## src/rtl/axi_stream_word_to_byte.sv

```systemverilog
// ---------------------------------------------------------------------------
// axi_stream_word_to_byte
//
// Purpose:
//   Takes DATA_WIDTH-bit words from an AXI-stream slave port and sends each
//   one out as DATA_WIDTH/8 bytes on an 8-bit AXI-stream master port, for
//   example toward a UART transmitter. It sustains one byte per cycle, and
//   the next word follows the last byte of the current word with no bubble.
//   The final byte of each word is flagged with m_axis_last.
//
// Parameters:
//   DATA_WIDTH - input word width (a multiple of 8, at least 16)
//   MSB_FIRST  - 0: bits [7:0] are sent first; 1: the most significant byte
//                is sent first
//
// Ports:
//   axi_clk      - clock; all logic runs on the rising edge
//   axi_reset    - synchronous, active-high reset
//   s_axis_valid - input word valid
//   s_axis_data  - input word
//   s_axis_ready - the block accepts a word this cycle
//   m_axis_valid - output byte valid (registered)
//   m_axis_data  - output byte (registered)
//   m_axis_last  - set with the final byte of each word (registered)
//   m_axis_ready - downstream accepts a byte
//   o_busy       - a word is being serialised
// ---------------------------------------------------------------------------
module axi_stream_word_to_byte #(
  parameter int DATA_WIDTH = 32,
  parameter bit MSB_FIRST  = 1'b0
) (
  input  logic                  axi_clk,
  input  logic                  axi_reset,
  input  logic                  s_axis_valid,
  input  logic [DATA_WIDTH-1:0] s_axis_data,
  output logic                  s_axis_ready,
  output logic                  m_axis_valid,
  output logic [7:0]            m_axis_data,
  output logic                  m_axis_last,
  input  logic                  m_axis_ready,
  output logic                  o_busy
);

  localparam int BYTES = DATA_WIDTH / 8;
  localparam int CW    = $clog2(BYTES);
  localparam logic [CW-1:0] LAST_COUNT = CW'(BYTES - 1);

  typedef enum logic {
    IDLE,
    SEND
  } state_t;

  state_t                  state;
  logic [CW-1:0]           count;
  logic [DATA_WIDTH-1:0]   shift_reg;
  logic [DATA_WIDTH-1:0]   shifted;
  logic                    s_xfer;
  logic                    m_xfer;
  logic                    on_last;

  // The byte that goes out first is always at the same end of the shift
  // register; shifting walks the remaining bytes toward that end.
  function automatic logic [7:0] lead_byte(input logic [DATA_WIDTH-1:0] w);
    if (MSB_FIRST) begin
      return w[DATA_WIDTH-1 -: 8];
    end
    return w[7:0];
  endfunction

  // Handshake decode. Ready depends only on state and m_axis_ready, so a new
  // word is taken exactly when the final byte of the current one leaves.
  always_comb begin
    on_last      = (state == SEND) && (count == LAST_COUNT);
    s_axis_ready = ~axi_reset & ((state == IDLE) | (on_last & m_axis_ready));
    s_xfer       = s_axis_valid & s_axis_ready;
    m_xfer       = m_axis_valid & m_axis_ready;
    shifted      = MSB_FIRST ? (shift_reg << 8) : (shift_reg >> 8);
    o_busy       = (state == SEND);
  end

  // Serialiser FSM. Output byte and last flag are registered so that they
  // are already stable in the cycle after a word is accepted and hold
  // unchanged for as long as the downstream stalls.
  always_ff @(posedge axi_clk) begin
    if (axi_reset) begin
      state        <= IDLE;
      count        <= '0;
      shift_reg    <= '0;
      m_axis_valid <= 1'b0;
      m_axis_data  <= 8'h00;
      m_axis_last  <= 1'b0;
    end else begin
      case (state)
        IDLE: begin
          if (s_xfer) begin
            state        <= SEND;
            count        <= '0;
            shift_reg    <= s_axis_data;
            m_axis_valid <= 1'b1;
            m_axis_data  <= lead_byte(s_axis_data);
            m_axis_last  <= 1'b0;
          end
        end
        SEND: begin
          if (m_xfer) begin
            if (count == LAST_COUNT) begin
              // Reload in place for a zero-bubble hand-over to the next word.
              if (s_xfer) begin
                count        <= '0;
                shift_reg    <= s_axis_data;
                m_axis_data  <= lead_byte(s_axis_data);
                m_axis_last  <= 1'b0;
              end else begin
                state        <= IDLE;
                m_axis_valid <= 1'b0;
                m_axis_last  <= 1'b0;
              end
            end else begin
              count       <= count + 1'b1;
              shift_reg   <= shifted;
              m_axis_data <= lead_byte(shifted);
              m_axis_last <= ((count + 1'b1) == LAST_COUNT);
            end
          end
        end
        default: begin
          state        <= IDLE;
          m_axis_valid <= 1'b0;
        end
      endcase
    end
  end

endmodule

```

## config.mk

```make
export PLATFORM = sky130hd
export DESIGN_NAME = axi_stream_word_to_byte
export DESIGN_NICKNAME = d
export VERILOG_FILES = /design/src/rtl/axi_stream_word_to_byte.sv
export SDC_FILE = /design/constraint.sdc
export NUM_CORES = 1
export LEC_CHECK = 0
export ABC_CLOCK_PERIOD_IN_PS = 3500
export BUFFER_PORTS_ARGS = -buffer_cell sky130_fd_sc_hd__buf_2
export CAP_MARGIN = 15
export CORE_ASPECT_RATIO = 0.5
export CORE_MARGIN = 2
export CORE_UTILIZATION = 50
export CTS_CLUSTER_SIZE = 40
export DETAILED_ROUTE_END_ITERATION = 10
export GPL_TIMING_DRIVEN = 0
export HOLD_SLACK_MARGIN = 0.1
export PLACE_DENSITY = 0.77
export SLEW_MARGIN = 20
export SYNTH_ARGS = -nofsm -noshare
export SYNTH_HDL_FRONTEND = slang
export SYNTH_SLANG_ARGS = --single-unit
```

## constraint.sdc

```tcl
create_clock -name axi_clk -period 3.5 [get_ports axi_clk]
set_input_delay 0.7 -clock axi_clk [delete_from_list [all_inputs] [get_ports axi_clk]]
set_output_delay 0.7 -clock axi_clk [all_outputs]
set_load 0.005 [all_outputs]
```

==> flow_summary.yaml, run 1 <==
run_status:
  status: "finished clean"
sta:
  slew_headroom: 0.650
  finalHoldViolCount: 0
  period_minus_slack_ns: 2.06
  layout_setup_ws_ns: 1.44
  worst_clock_skew_ns: 0.00839
  rsz0062_at_grt: "false"
  setup_violations: 0
  max_freq_mhz: 486
  slew_violations: 0
  finalSetupTns_ns: 0
  holdWs_ns: 0.472
  fin_crit_sh: 0.588
  worst_slew_pin_slew_ns: 0.525
synthesis:
  ys_seq_area_frac: 0.445
  synth.top_cells.by_area: "dfxtp_1 44%, a21oi_1 8.4%, o221ai_1 7.4%"
  synthTopCellsByCount: "37 x dfxtp_1, 28 x a21oi_1, 17 x inv_1"
  yosysMostFrequentCell: "dfxtp_1"
  async_flop_share: 0
  synth_top_area_share: 0.445
  synth_area_um2: 1670
  synth_top_area_cell: "dfxtp_1"
  netlist_instances: 177
  synth.avg_cell_area_um2: 9.41
  synth_cell_types: 33
  synth-edff-count: 0
  ys_ff_latch: 37
  yosys_warnings: 0
  syn-num-nets: 215
  ys.flop_type: "dfxtp_1"
clock_tree:
  cts_buffers: 5
  post-cts-setup-buffer-count: 0
  insertion_delay_ns: 0.29
  cts_root_buf: "clkbuf_8"
  clkTransAtPathRegs_ns: 0.07
  tritoncts: "done"
  holdBufCountCts: 0
  clockBufferDepth: 2
  htree_levels: 2
  clock_sinks: 37
  cts_resized: 0
cells_and_area:
  antennaDiodeCount: 0
  syn_to_final_growth_pct: 21.7
  largest_reg_flops: 24
  layout.nets: 267
  stdcell_count: 269
  drive_gt1_frac: 0.293
power_and_ir_drop:
  power.density_nw_per_um2: 462
  vdd_drop_max_mv: 0.253
  power_uw: 937
  leakagePower_uw: 0.000886
placed_design:
  placed_cells: 262
  gp_congestion: 0.873
  io_buffers: 45
  place_ws_ns: 1.54
  dpl.hpwl_um: 2720
critical_path:
  cp.required_ns: 2.80
  path_class: "reg -> out"
  reg2reg_slack_ns: 1.81
  r2r-start: "count[0]$_SDFFE_PP0N_"
  critPathLaunch: "count[0]$_SDFFE_PP0N_"
  crit_arrival_ns: 1.36
  critPathSlowestCell: "dfxtp_1"
  crit_chain: "ha_1 -> a21boi_1 -> nor2_1 -> buf_2"
  critPathLaunchType: "flop"
  r2r_cells: 5
  worstPathMaxFanout: 7
  reg2reg_to: "shift_reg[18]$_SDFFE_PP0N_"
  end_kind: "primary output"
  cpPeakStageDelay_ns: 0.35
route:
  drc: 0
  wl_met3_um: 197
  dr_total_vias: 1490
  drt_iter0_drc: 62
  wirelength_um: 3810
  ant_nets: 0
  via_per_inst: 5.54
  drt_first_pass_iters: 4
  wl_met2_um: 1590
  wirelength_met1_um: 1970
  highest-signal-layer: "met4"
  routedWlPerCell_um: 14.2
worst_hold_path:
  holdPathEnd: "m_axis_last$_SDFFE_PP0P_"
  hp-start: "m_axis_last$_SDFFE_PP0P_"
  hold_class: "reg -> reg"
  whs_path_depth: 2
die:
  core_area_um2: 3080
  die_width_um: 85.6
  start_util: 0.540
  chipHeight_um: 44.8
  ios: 48
  die_area_um2: 3840
  rows: 14
global_routing:
  grt-ovfl-total: 0
  grt_max_degree: 11
  grt_pass1_vias: 1405
  grt_pass1_wl_um: 6330
  grt.total_usage: 0.216
  antenna_found_initial: 0
run:
  drv_cap: 0
-- per-layer routing --
layer | vias up | track usage
li1 | 762 | -
met1 | 686 | 0.297
met4 | 0 | 0.0857
met3 | 5 | 0.0622
met2 | 37 | 0.327
met5 | - | 0
-- critical path: cells and delay by family, from the launching register on --
| kind | cells | cell delay (ns) |
|---|---|---|
| compound gates | 1 | 0.26 |
| simple gates | 1 | 0.06 |
| flops | 1 | 0.35 |
| buf+inv | 1 | 0.12 |
| fa+ha+maj | 1 | 0.28 |
-- worst max path at each step --
stage                               to  slack, ns  depth (start not counted)
after floorplan           s_axis_ready       1.70                          3
after global placement    s_axis_ready       1.54                          4
after detailed placement  s_axis_ready       1.54                          4
after CTS                 s_axis_ready       1.44                          4
after global routing      s_axis_ready       1.32                          4
final                     s_axis_ready       1.44                          4
-- layout make-up --
cell class                      instances  area (um2)
Tap cell                               40        50.0
Buffer                                 11        58.8
Timing Repair Buffer                   45         225
Sequential cell                        37         741
Inverter                               18        67.6
Multi-Input combinational cell        111         798
Fill cell                             257        1060
Clock buffer                            7        86.3
-- cell usage in the layout (no fill, tap or decap), drive strengths merged, types with 2 or more instances in the layout --
| cell type | n |
|---|---|
| buf | 51 |
| dfxtp | 37 |
| a21oi | 30 |
| inv | 18 |
| o221ai | 14 |
| clkbuf | 12 |
| mux2i | 11 |
| o22ai | 11 |
| nor3b | 10 |
| a22o | 8 |
| nor2 | 7 |
| nand2 | 5 |
| ha | 2 |
| nand2b | 2 |
| a22oi | 2 |
-- cell families after synthesis --
| logic type | count (synthesis) | share of synthesized area |
|---|---|---|
| AO/OA/AOI/OAI | 69 | 0.288 |
| adder cells (fa/ha/maj) | 2 | 0.0150 |
| buffers and inverters | 29 | 0.0759 |
| flip-flops | 37 | 0.445 |
| multiplexers | 11 | 0.0661 |
| AND/OR/NAND/NOR | 29 | 0.110 |
-- power breakdown --
group          leakage [uW]  switching [uW]  internal (uW)
sequential         0.000304            23.3            457
combinational      0.000538            83.6           75.6
clock             0.0000443             142            156
-- metrics by stage --
step	utilization	cell area, um2
3_3_place_gp	0.629	1940
6_report	0.657	2030
2_1_floorplan	-	1670
4_1_cts	0.657	2030
5_1_grt	0.657	2030
3_5_place_dp	0.629	1940
No activity file was read; power rests on OpenSTA's default activity.
==> run 2: changes to the inputs <==
ABC_AREA = 1   (was unset)
ABC_CLOCK_PERIOD_IN_PS = 1700   (was 3500)
CORE_UTILIZATION = 49   (was 50)
PLACE_DENSITY = 0.76   (was 0.77)
clock period = 1.7 ns   (was 3.5 ns; I/O delays follow)
==> run 2 against run 1 <==
Non-clock buffer count rose by 15. Synthesized cell count is 88% higher. First-iteration DRC count grew 110%. Die area is 29% higher. Design area grew 29%. Sequential power rose by 110%. Wire length grew 58%. Synthesized area grew 29%. Largest cell class unchanged. Clock skew fell by 0.0015 ns. Via count grew 56%. Register-to-register slack got worse by 1.7 ns. Combinational power grew to 3.9 times the previous value.
==> flow_summary.yaml, run 2 <==
run_status:
  status: "finished clean"
sta:
  worst_slew_pin_slew_ns: 0.495
  setup_violations: 0
  worst_clock_skew_ns: 0.00686
  rsz0062_at_grt: "true"
  slew_violations: 0
  finalHoldViolCount: 0
  period_minus_slack_ns: 1.68
  fin_crit_sh: 0.991
  max_freq_mhz: 594
  slew_headroom: 0.670
die:
  ios: 48
  core_area_um2: 4040
  start_util: 0.531
  rows: 16
  chipHeight_um: 50.8
  die_area_um2: 4960
  die_width_um: 97.6
cells_and_area:
  drive_gt1_frac: 0.217
  syn_to_final_growth_pct: 21.3
  layout_common_cells: "61 x nand2_1, 54 x inv_1, 53 x buf_2"
  final_core_util: 0.644
  largest_reg_flops: 24
  final_area_um2: 2610
  antennaDiodeCount: 0
  layout.nets: 428
  mostFrequentLayoutCell: "nand2_1"
  n_fill_cell: 395
clock_tree:
  insertion_delay_ns: 0.29
  holdBufCountCts: 0
  clock_sinks: 37
  clockBufferDepth: 2
  cts_root_buf: "clkbuf_8"
  clkTransAtPathRegs_ns: 0.07
  cts_buffers: 5
  htree_levels: 2
  tritoncts: "done"
route:
  ant_nets: 0
  drc: 0
  routedWlPerCell_um: 13.5
  drt_iter0_drc: 131
  drt_first_pass_iters: 4
  dr_total_vias: 2324
  via_per_inst: 5.22
  wirelength_um: 6020
synthesis:
  async_flop_share: 0
  ys.flop_type: "dfxtp_1"
  syn-num-nets: 371
  ys_ff_latch: 37
  synth_cell_types: 25
  yosysMostFrequentCell: "nand2_1"
  netlist_instances: 333
  synth-edff-count: 0
  yosys_warnings: 0
  synth_top_area_share: 0.345
  ys_seq_area_frac: 0.345
  synth_top_area_cell: "dfxtp_1"
  synth.top_cells.by_area: "dfxtp_1 34%, nand3_1 11%, nand2_1 11%"
  synth_area_um2: 2150
  synth.avg_cell_area_um2: 6.45
  synthTopCellsByCount: "61 x nand2_1, 54 x inv_1, 49 x nand3_1"
run:
  drv_cap: 0
global_routing:
  met3_usage: 0.0643
  top_usage_layer: "met2"
  grt_max_degree: 12
  antenna_found_initial: 0
  grtUsageMet2: 0.382
  grt-ovfl-total: 0
  met1_usage: 0.354
  grt_pass1_wl_um: 9710
  grt_pass1_vias: 2025
  grt.total_usage: 0.251
critical_path:
  cpPeakStageDelay_ns: 0.36
  critPathLaunchType: "flop"
  end_kind: "primary output"
  crit_buf_inv: 2
  critPathSlowestCell: "dfxtp_2"
  worstPathMaxFanout: 3
  crit_arrival_ns: 1.34
  cp.required_ns: 1.36
  critical_path.top_delay_family: "flip-flops"
  crit_chain: "ha_4 -> nand3_2 -> a21oi_4 -> buf_6 -> buf_2"
  path_class: "reg -> out"
worst_hold_path:
  hold_class: "in -> reg"
power_and_ir_drop:
  vdd_drop_max_mv: 0.351
  power.density_nw_per_um2: 899
  leakagePower_uw: 0.00131
placed_design:
  placed_area_um2: 2450
  io_buffers: 46
  gp_congestion: 0.825
  dpl.hpwl_um: 4160
==> run 2: changes by cell type after synthesis, moves of 14 or more <==
cell,delta
nand2_1,+57
nand3_1,+48
inv_1,+37
nor2_1,+27
nand4_1,+16
o21ai_0,+16
o221ai_1,-14
==> run 2: final timing paths <==
check	startpoint	to	slack [ns]	depth (start not counted)
hold reg to reg	m_axis_valid$_SDFFE_PP0P_	m_axis_valid$_SDFFE_PP0P_	0.48	2
hold / removal	s_axis_data[5]	m_axis_data[5]$_SDFFE_PP0N_	0.36	5
setup reg to reg	count[0]$_SDFFE_PP0N_	shift_reg[17]$_SDFFE_PP0N_	0.07	9
setup / recovery	count[0]$_SDFFE_PP0N_	s_axis_ready	0.02	5
==> run 2: layout make-up <==
class	instances	area (um2)	share of cell area
multi-input cells	218	1100	0.423
flip-flops and latches	37	744	0.286
repair buffers	50	260	0.0999
inverters	57	214	0.0821
plain buffers	21	115	0.0442
clock buffers	7	96.3	0.0370
well taps	54	67.6	0.0259
clock inverters	1	5.00	0.00192
==> run 2: power by group <==
part | internal, uW | switching [uW]
logic | 237 | 376
registers | 957 | 78.3
clock network | 367 | 327
total | 1560 | 782
==> run 2: logic make-up after synthesis <==
| group | Yosys count | synth area share |
|---|---|---|
| compound gates | 49 | 0.128 |
| fa+ha+maj | 2 | 0.0116 |
| buf+inv | 78 | 0.151 |
| flops | 37 | 0.345 |
| simple gates | 167 | 0.365 |
==> run 2: worst min-delay path, cell delays in order <==
cell and delay [ns]:
buf_2 0.07, nand3_1 0.06, nand3_1 0.06, nand2_1 0.04
inv_1 0.04
==> run 2: layer usage <==
| layer | wire [um] | part of all wire |
|---|---|---|
| met5 | 0 | 0 |
| met4 | 77 | 0.013 |
| met2 | 2580 | 0.43 |
| met1 | 2800 | 0.47 |
| met3 | 560 | 0.093 |
==> run 2: what timing repair did <==
action                                  4_1_cts  5_1_grt
endpoints found under the setup margin        8       15
pin swaps                                     1        1
buffers inserted                              3        1
resized for setup                             7        0
==> run 2: through the flow <==
| step | total power, uW | instances | hold slack, ns | setup TNS, ns | setup slack, ns |
|---|---|---|---|---|---|
| after floorplan | 1440 | 333 | 0.450 | 0 | 0.251 |
| after global placement | 1620 | 433 | 0.448 | -0.0781 | -0.0781 |
| after detailed placement | 1640 | 433 | 0.460 | -0.178 | -0.138 |
| after CTS | 2340 | 444 | 0.355 | 0 | 0.00305 |
| after global routing | 2490 | 445 | 0.382 | -0.181 | -0.0311 |
| final | 2340 | 445 | 0.362 | 0 | 0.0152 |
